$ cat src/rtl/responder_pkg.sv
// Shared types and helpers for the quiz responder control core.
package responder_pkg;

   typedef enum logic [2:0] {
      ST_IDLE    = 3'd0,
      ST_ARMED   = 3'd1,
      ST_LOCKED  = 3'd2,
      ST_FOUL    = 3'd3,
      ST_TIMEOUT = 3'd4
   } state_e;

   localparam int unsigned KEY_W    = 4;
   localparam int unsigned WINNER_W = 3;
   localparam logic [WINNER_W-1:0] WINNER_NONE = 3'd0;

   // Lowest key index wins; returns contestant number 1..4, or 0 when no key.
   function automatic logic [WINNER_W-1:0] prio_enc(input logic [KEY_W-1:0] k);
      logic [WINNER_W-1:0] w;
      w = WINNER_NONE;
      for (int i = KEY_W - 1; i >= 0; i--) begin
         if (k[i]) w = WINNER_W'(i + 1);
      end
      return w;
   endfunction

endpackage

$ cat src/rtl/sec_tick_edge.sv
// Rising-edge detector turning the seconds square wave into one-cycle ticks.
module sec_tick_edge (
   input  logic clk,
   input  logic rst_n,
   input  logic sec_clk,
   output logic tick
);

   logic sec_clk_d;

   always_ff @(posedge clk or negedge rst_n) begin
      if (!rst_n) sec_clk_d <= 1'b0;
      else        sec_clk_d <= sec_clk;
   end

   assign tick = sec_clk & ~sec_clk_d;

endmodule

$ cat src/rtl/responder_ctrl.sv
// Quiz responder core: key arbitration, answer-window countdown, foul and timeout flags.
module responder_ctrl
   import responder_pkg::*;
#(
   parameter int unsigned COUNT_INIT = 30,
   parameter int unsigned CNT_W      = 8
) (
   input  logic                clk,
   input  logic                rst_n,
   input  logic                sec_clk,
   input  logic                start,
   input  logic                clear,
   input  logic [KEY_W-1:0]    key,
   output logic [WINNER_W-1:0] winner,
   output logic [CNT_W-1:0]    remaining,
   output logic                armed,
   output logic                locked,
   output logic                foul,
   output logic                timeout,
   output logic                beep
);

   logic tick;

   state_e              state_q, state_d;
   logic [WINNER_W-1:0] winner_q, winner_d;
   logic [CNT_W-1:0]    remaining_q, remaining_d;
   logic                armed_q, armed_d;
   logic                locked_q, locked_d;
   logic                foul_q, foul_d;
   logic                timeout_q, timeout_d;
   logic                beep_q, beep_d;

   sec_tick_edge u_tick (
      .clk     (clk),
      .rst_n   (rst_n),
      .sec_clk (sec_clk),
      .tick    (tick)
   );

   always_comb begin
      state_d     = state_q;
      winner_d    = winner_q;
      remaining_d = remaining_q;
      beep_d      = 1'b0;

      if (clear) begin
         state_d     = ST_IDLE;
         winner_d    = WINNER_NONE;
         remaining_d = '0;
      end else begin
         unique case (state_q)
            ST_IDLE: begin
               if (key != '0) begin
                  state_d  = ST_FOUL;
                  winner_d = prio_enc(key);
                  beep_d   = 1'b1;
               end else if (start) begin
                  state_d     = ST_ARMED;
                  remaining_d = CNT_W'(COUNT_INIT);
               end
            end
            ST_ARMED: begin
               // A key arriving with a tick freezes the count before the decrement.
               if (key != '0) begin
                  state_d  = ST_LOCKED;
                  winner_d = prio_enc(key);
                  beep_d   = 1'b1;
               end else if (tick && remaining_q != '0) begin
                  remaining_d = remaining_q - CNT_W'(1);
                  if (remaining_q == CNT_W'(1)) begin
                     state_d = ST_TIMEOUT;
                     beep_d  = 1'b1;
                  end
               end
            end
            default: ;
         endcase
      end

      armed_d   = (state_d == ST_ARMED);
      locked_d  = (state_d == ST_LOCKED);
      foul_d    = (state_d == ST_FOUL);
      timeout_d = (state_d == ST_TIMEOUT);
   end

   always_ff @(posedge clk or negedge rst_n) begin
      if (!rst_n) begin
         state_q     <= ST_IDLE;
         winner_q    <= WINNER_NONE;
         remaining_q <= '0;
         armed_q     <= 1'b0;
         locked_q    <= 1'b0;
         foul_q      <= 1'b0;
         timeout_q   <= 1'b0;
         beep_q      <= 1'b0;
      end else begin
         state_q     <= state_d;
         winner_q    <= winner_d;
         remaining_q <= remaining_d;
         armed_q     <= armed_d;
         locked_q    <= locked_d;
         foul_q      <= foul_d;
         timeout_q   <= timeout_d;
         beep_q      <= beep_d;
      end
   end

   assign winner    = winner_q;
   assign remaining = remaining_q;
   assign armed     = armed_q;
   assign locked    = locked_q;
   assign foul      = foul_q;
   assign timeout   = timeout_q;
   assign beep      = beep_q;

endmodule
$ cat config.mk
export PLATFORM = sky130hd
export DESIGN_NAME = responder_ctrl
export DESIGN_NICKNAME = d
export VERILOG_FILES = /design/src/rtl/responder_pkg.sv /design/src/rtl/sec_tick_edge.sv /design/src/rtl/responder_ctrl.sv
export SDC_FILE = /design/constraint.sdc
export NUM_CORES = 1
export LEC_CHECK = 0
export ABC_AREA = 1
export BUFFER_PORTS_ARGS = -buffer_cell sky130_fd_sc_hd__buf_4
export CORE_UTILIZATION = 40
export DETAILED_ROUTE_END_ITERATION = 10
export MAX_ROUTING_LAYER = met4
export PLACE_DENSITY_LB_ADDON = 0.15
export SLEW_MARGIN = 20
export SYNTH_ARGS = -nofsm -noshare
export SYNTH_HDL_FRONTEND = slang
export SYNTH_SLANG_ARGS = --single-unit
$ cat constraint.sdc
create_clock -name clk -period 1.3 [get_ports clk]
set_input_delay 0.195 -clock clk [delete_from_list [all_inputs] [get_ports clk]]
set_output_delay 0.195 -clock clk [all_outputs]
set_load 0.01 [all_outputs]
==> results.env <==
CP_CELL_SEQUENCE='inv_2 -> ha_4 -> inv_2 -> nor2_2 -> nand2_2 -> nand2_2 -> nand2_4 -> nand2_8 -> nand2_4 -> o21ai_2'
GRT-OVFL-TOTAL=0
VIOLATIONS='negative setup slack'
ROUTEDWLPERCELL_UM=12.56
TOTAL_LEAKAGE_POWER_nW=0.8859
FMAX_GHz=0.7418
VIAS_AFTER_DETAILED_ROUTING=1049
TIMING.MAX_SLEW.REL_SLACK_PCT=79.23
POSTSYNTHCELLCOUNT=137
CRITPATHREQUIREDTIME_PS=1530
MAXCAPVIOLCOUNT=0
GRT_MAX_DEGREE=21
SYNTH.CELL_AREA_MM2=0.001182
DETAILEDROUTE.FIRSTPASSITERATIONCOUNT=4
ROUTED_VIA_DENSITY=4.834
YOSYSWARNINGS=0
COUNT_OF_FINAL_SETUP_VIOLATORS=13
SETUP_SLACK_PLACEMENT_PS=-103.1
DETAIL_ROUTE.DRC_VIOLATIONS=0
P_CLK_SHARE_PCT=21.0
WORST_SLACK_PS=-48.12
SYNTHARSTFLOPSHARE_PCT=100.0
CTS_TREE='built'
FIRST_GLOBAL_VIAS=1072
YOSYS.CELL_COUNT.TOP_TYPE='sky130_fd_sc_hd__nand2_1'
SYNTH_CELL_TYPE_COUNT=25
CHIPHEIGHT_UM=56.37
TIGHTEST_PIN_TRANSITION_PS=310.4
LARGEST_DRIVER_FANOUT_ON_THE_CRITICAL_PATH=8
GRT_FIRST_PASS_WIRELENGTH_UM=4616
FILLER_CELL_COUNT=222
PORT_BUFFERS=24
FINAL_NET_COUNT=199
CLOCK_SKEW_PS=3.376
POST-ROUTE-UTIL_PCT=63.83
CRITICAL_PATH.MAX_STAGE_DELAY_PS=410
POST_SYNTH_EDFFS=0
LAYOUT-DRIVE-GT1-SHARE_PCT=58.06
DIE-WIDTH_UM=56.37
YS_SEQ_ELEMENTS=20
SWITCHING_SHARE_PCT=34.17
HOLD_VIOL=0
UNREPAIRED_SETUP_ENDPOINTS_AFTER_GLOBAL_ROUTING='true'
HTREEDEPTH=1
DIE_AREA_MM2=0.003178
DRT_ITER0_MARKERS=16
FINAL_MAX_SLEW_VIOL_COUNT=0
YOSYSTOPAREACELLSHARE_PCT=42.33
INTERNAL_POWER_mW=1.149
IR_DROP_mV=0.6639
AREA.GROWTH.SYNTH_TO_FINAL_PCT=50.16
FINAL.PERIOD_UTILIZATION_PCT=103.7
WIRELENGTH_UM=2726
SLOWEST_STAGE='sky130_fd_sc_hd__dfrtp_1'
ROOT_BUFFER='sky130_fd_sc_hd__clkbuf_4'
NUMBER_OF_PLACEMENT_ROWS=19
FINAL_ANTENNA_NET_COUNT=0
POWER_SWITCHING_mW=0.5964
PERIOD_NEEDED_PS=1348
SYNTH_TOP_CELLS_BY_AREA='sky130_fd_sc_hd__dfrtp_1, sky130_fd_sc_hd__nand2_1, sky130_fd_sc_hd__nand2_2'
COMBINATIONALPOWERSHARE_PCT=38.4
POST-DP-HPWL_UM=1804
MIN-DELAY-PATH-CLASS='primary input to flip-flop'
POWER.DENSITY_CELL_AREA_mW_PER_MM2=983.0
INSERTEDDIODECOUNT=0
CP-END-KIND='flip-flop'
WORST-SETUP-PATH-TYPE='flip-flop to flip-flop'
IOPINCOUNT=25
DESIGN_POWER_TOTAL_mW=1.745
STARTING_UTILIZATION_OF_THE_CORE_AREA_PCT=42.51
NETLIST.TOP_CELL.BY_AREA='sky130_fd_sc_hd__dfrtp_1'
STATUS='finished with violations'
CRITICAL_PATH_ARRIVAL_PS=1580
TRITONCTS_BUFFER_COUNT=3
CTSLONGESTPATHBUFFERS=2
SYN_AREA_PER_CELL_UM2=8.631
YS.FLOP_TYPE='sky130_fd_sc_hd__dfrtp_1'
RANKING_OF_SYNTHESIZED_CELLS_BY_INSTANCE_COUNT='sky130_fd_sc_hd__nand2_1, sky130_fd_sc_hd__dfrtp_1, sky130_fd_sc_hd__inv_1'
CLOCK-SINKS=20
GLOBALROUTETOTALUTIL_PCT=19.28
PWR-SHARE-SEQ_PCT=40.7
SYNTH_NETS=149
CLOCK_INSERTION_DELAY_WORST_SKEW_PS=300
CRITICAL_PATH.STARTPOINT_TYPE='flip-flop'
YOSYSSEQAREASHARE_PCT=42.33
WEIGHTED_CONGESTION_REPORTED_AT_THE_END_OF_ROUTABILITY_DRIVEN_PLACEMENT=0.7504
CLK_PIN_SLEW_PS=110
CORE_AREA_MM2=0.002781
ANTENNA_VIOLATIONS_BEFORE_REPAIR=0
==> cells by family after synthesis <==
family	after synthesis	synth area share, %
AND/OR/NAND/NOR	68	31.85
buffers and inverters	22	8.466
flip-flops	20	42.33
AO/OA/AOI/OAI	21	11.96
adder cells (fa/ha/maj)	3	3.175
XOR/XNOR	3	2.223
==> worst paths after layout <==
path | start | endpoint | slack (ps) | depth (start not counted)
worst max-delay path | remaining[1]$_DFFE_PN0P_ | remaining[0]$_DFFE_PN0P_ | -50 | 10
worst min-delay path | clear | state_q[1]$_DFF_PN0_ | 90 | 2
worst max register to register | remaining[1]$_DFFE_PN0P_ | remaining[0]$_DFFE_PN0P_ | -50 | 10
worst min register to register | winner[0]$_DFFE_PN0P_ | winner[0]$_DFFE_PN0P_ | 530 | 2
max in group asynchronous | rst_n | remaining[0]$_DFFE_PN0P_ | 780 | 2
min in group asynchronous | rst_n | remaining[3]$_DFFE_PN0P_ | 300 | 2
==> area by class of cell <==
type                    instances  area (um^2)  share of cell area, %
repair buffers                 46        374.1                  21.07
clock buffers                   4        36.28                  2.044
multi-input cells              96        749.5                  42.21
inverters                      20        75.07                  4.228
flip-flops and latches         20        501.7                  28.26
well taps                      31        38.79                  2.185
==> stage by stage <==
step                cell area (um^2)  std cells  TNS [ps]  hold WS (ps)
floorplan                       1184        137    -563.6        -100.6
global placement                1520        209    -410.3         90.28
detailed placement              1520        209    -801.6         91.08
CTS                             1688        216    -213.8         77.01
global route                    1775        217     -1696         77.85
finish                          1775        217    -397.3         91.95
==> routing by layer <==
metal	track usage [%]	vias to the layer above	wire [um]
met2	34.01	15	1507
met4	7.317	0	39
met1	22.55	492	1111
li1	-	537	-
met3	2.074	5	67
met5	-	-	0
==> registers in the layout, indices dropped and copies added (netlist names) <==
name              cells
remaining             8
state_q               3
winner                3
armed                 1
beep                  1
foul                  1
locked                1
timeout               1
u_tick.sec_clk_d      1
==> power by group through the flow <==
stage	logic [mW]	registers (mW)	clock network [mW]
after detailed placement	0.528	0.722	0
final	0.669	0.709	0.366
after floorplan	0.269	0.755	0
after global placement	0.522	0.720	0
after global routing	0.730	0.718	0.409
after CTS	0.608	0.710	0.384
==> worst max-delay path: cells and delay by family, from the launching register on <==
kind	cells	cell delay, ps
fa+ha+maj	1	150
flops	1	410
simple gates	6	510
buf+inv	2	150
compound gates	1	50
==> cells in the final DEF, fill, tap and decap left out, types with 2 or more instances in the layout <==
| cell type | n |
|---|---|
| sky130_fd_sc_hd__buf_4 | 40 |
| sky130_fd_sc_hd__dfrtp_1 | 19 |
| sky130_fd_sc_hd__nand2_1 | 15 |
| sky130_fd_sc_hd__nand2_2 | 13 |
| sky130_fd_sc_hd__inv_2 | 10 |
| sky130_fd_sc_hd__inv_1 | 10 |
| sky130_fd_sc_hd__nand3_1 | 10 |
| sky130_fd_sc_hd__o21ai_2 | 8 |
| sky130_fd_sc_hd__nor2_4 | 6 |
| sky130_fd_sc_hd__nor2_1 | 6 |
| sky130_fd_sc_hd__o21ai_0 | 6 |
| sky130_fd_sc_hd__nand2_4 | 5 |
| sky130_fd_sc_hd__nor2_2 | 4 |
| sky130_fd_sc_hd__a21oi_2 | 3 |
| sky130_fd_sc_hd__nand4_1 | 3 |
| sky130_fd_sc_hd__ha_4 | 3 |
| sky130_fd_sc_hd__clkbuf_4 | 3 |
| sky130_fd_sc_hd__buf_6 | 3 |
| sky130_fd_sc_hd__nand3_4 | 2 |
| sky130_fd_sc_hd__nand2_8 | 2 |
| sky130_fd_sc_hd__xor2_1 | 2 |
| sky130_fd_sc_hd__dlygate4sd3_1 | 2 |
==> what timing repair did <==
item	4_1_cts	5_1_grt
hold buffers	2	0
cloned	1	0
endpoints found under the setup margin	15	16
buffers inserted	0	1
hold endpoints to repair	21	0
resized for setup	21	16
pin swaps	14	16
Note: power is estimated with default switching activity, not from simulation.
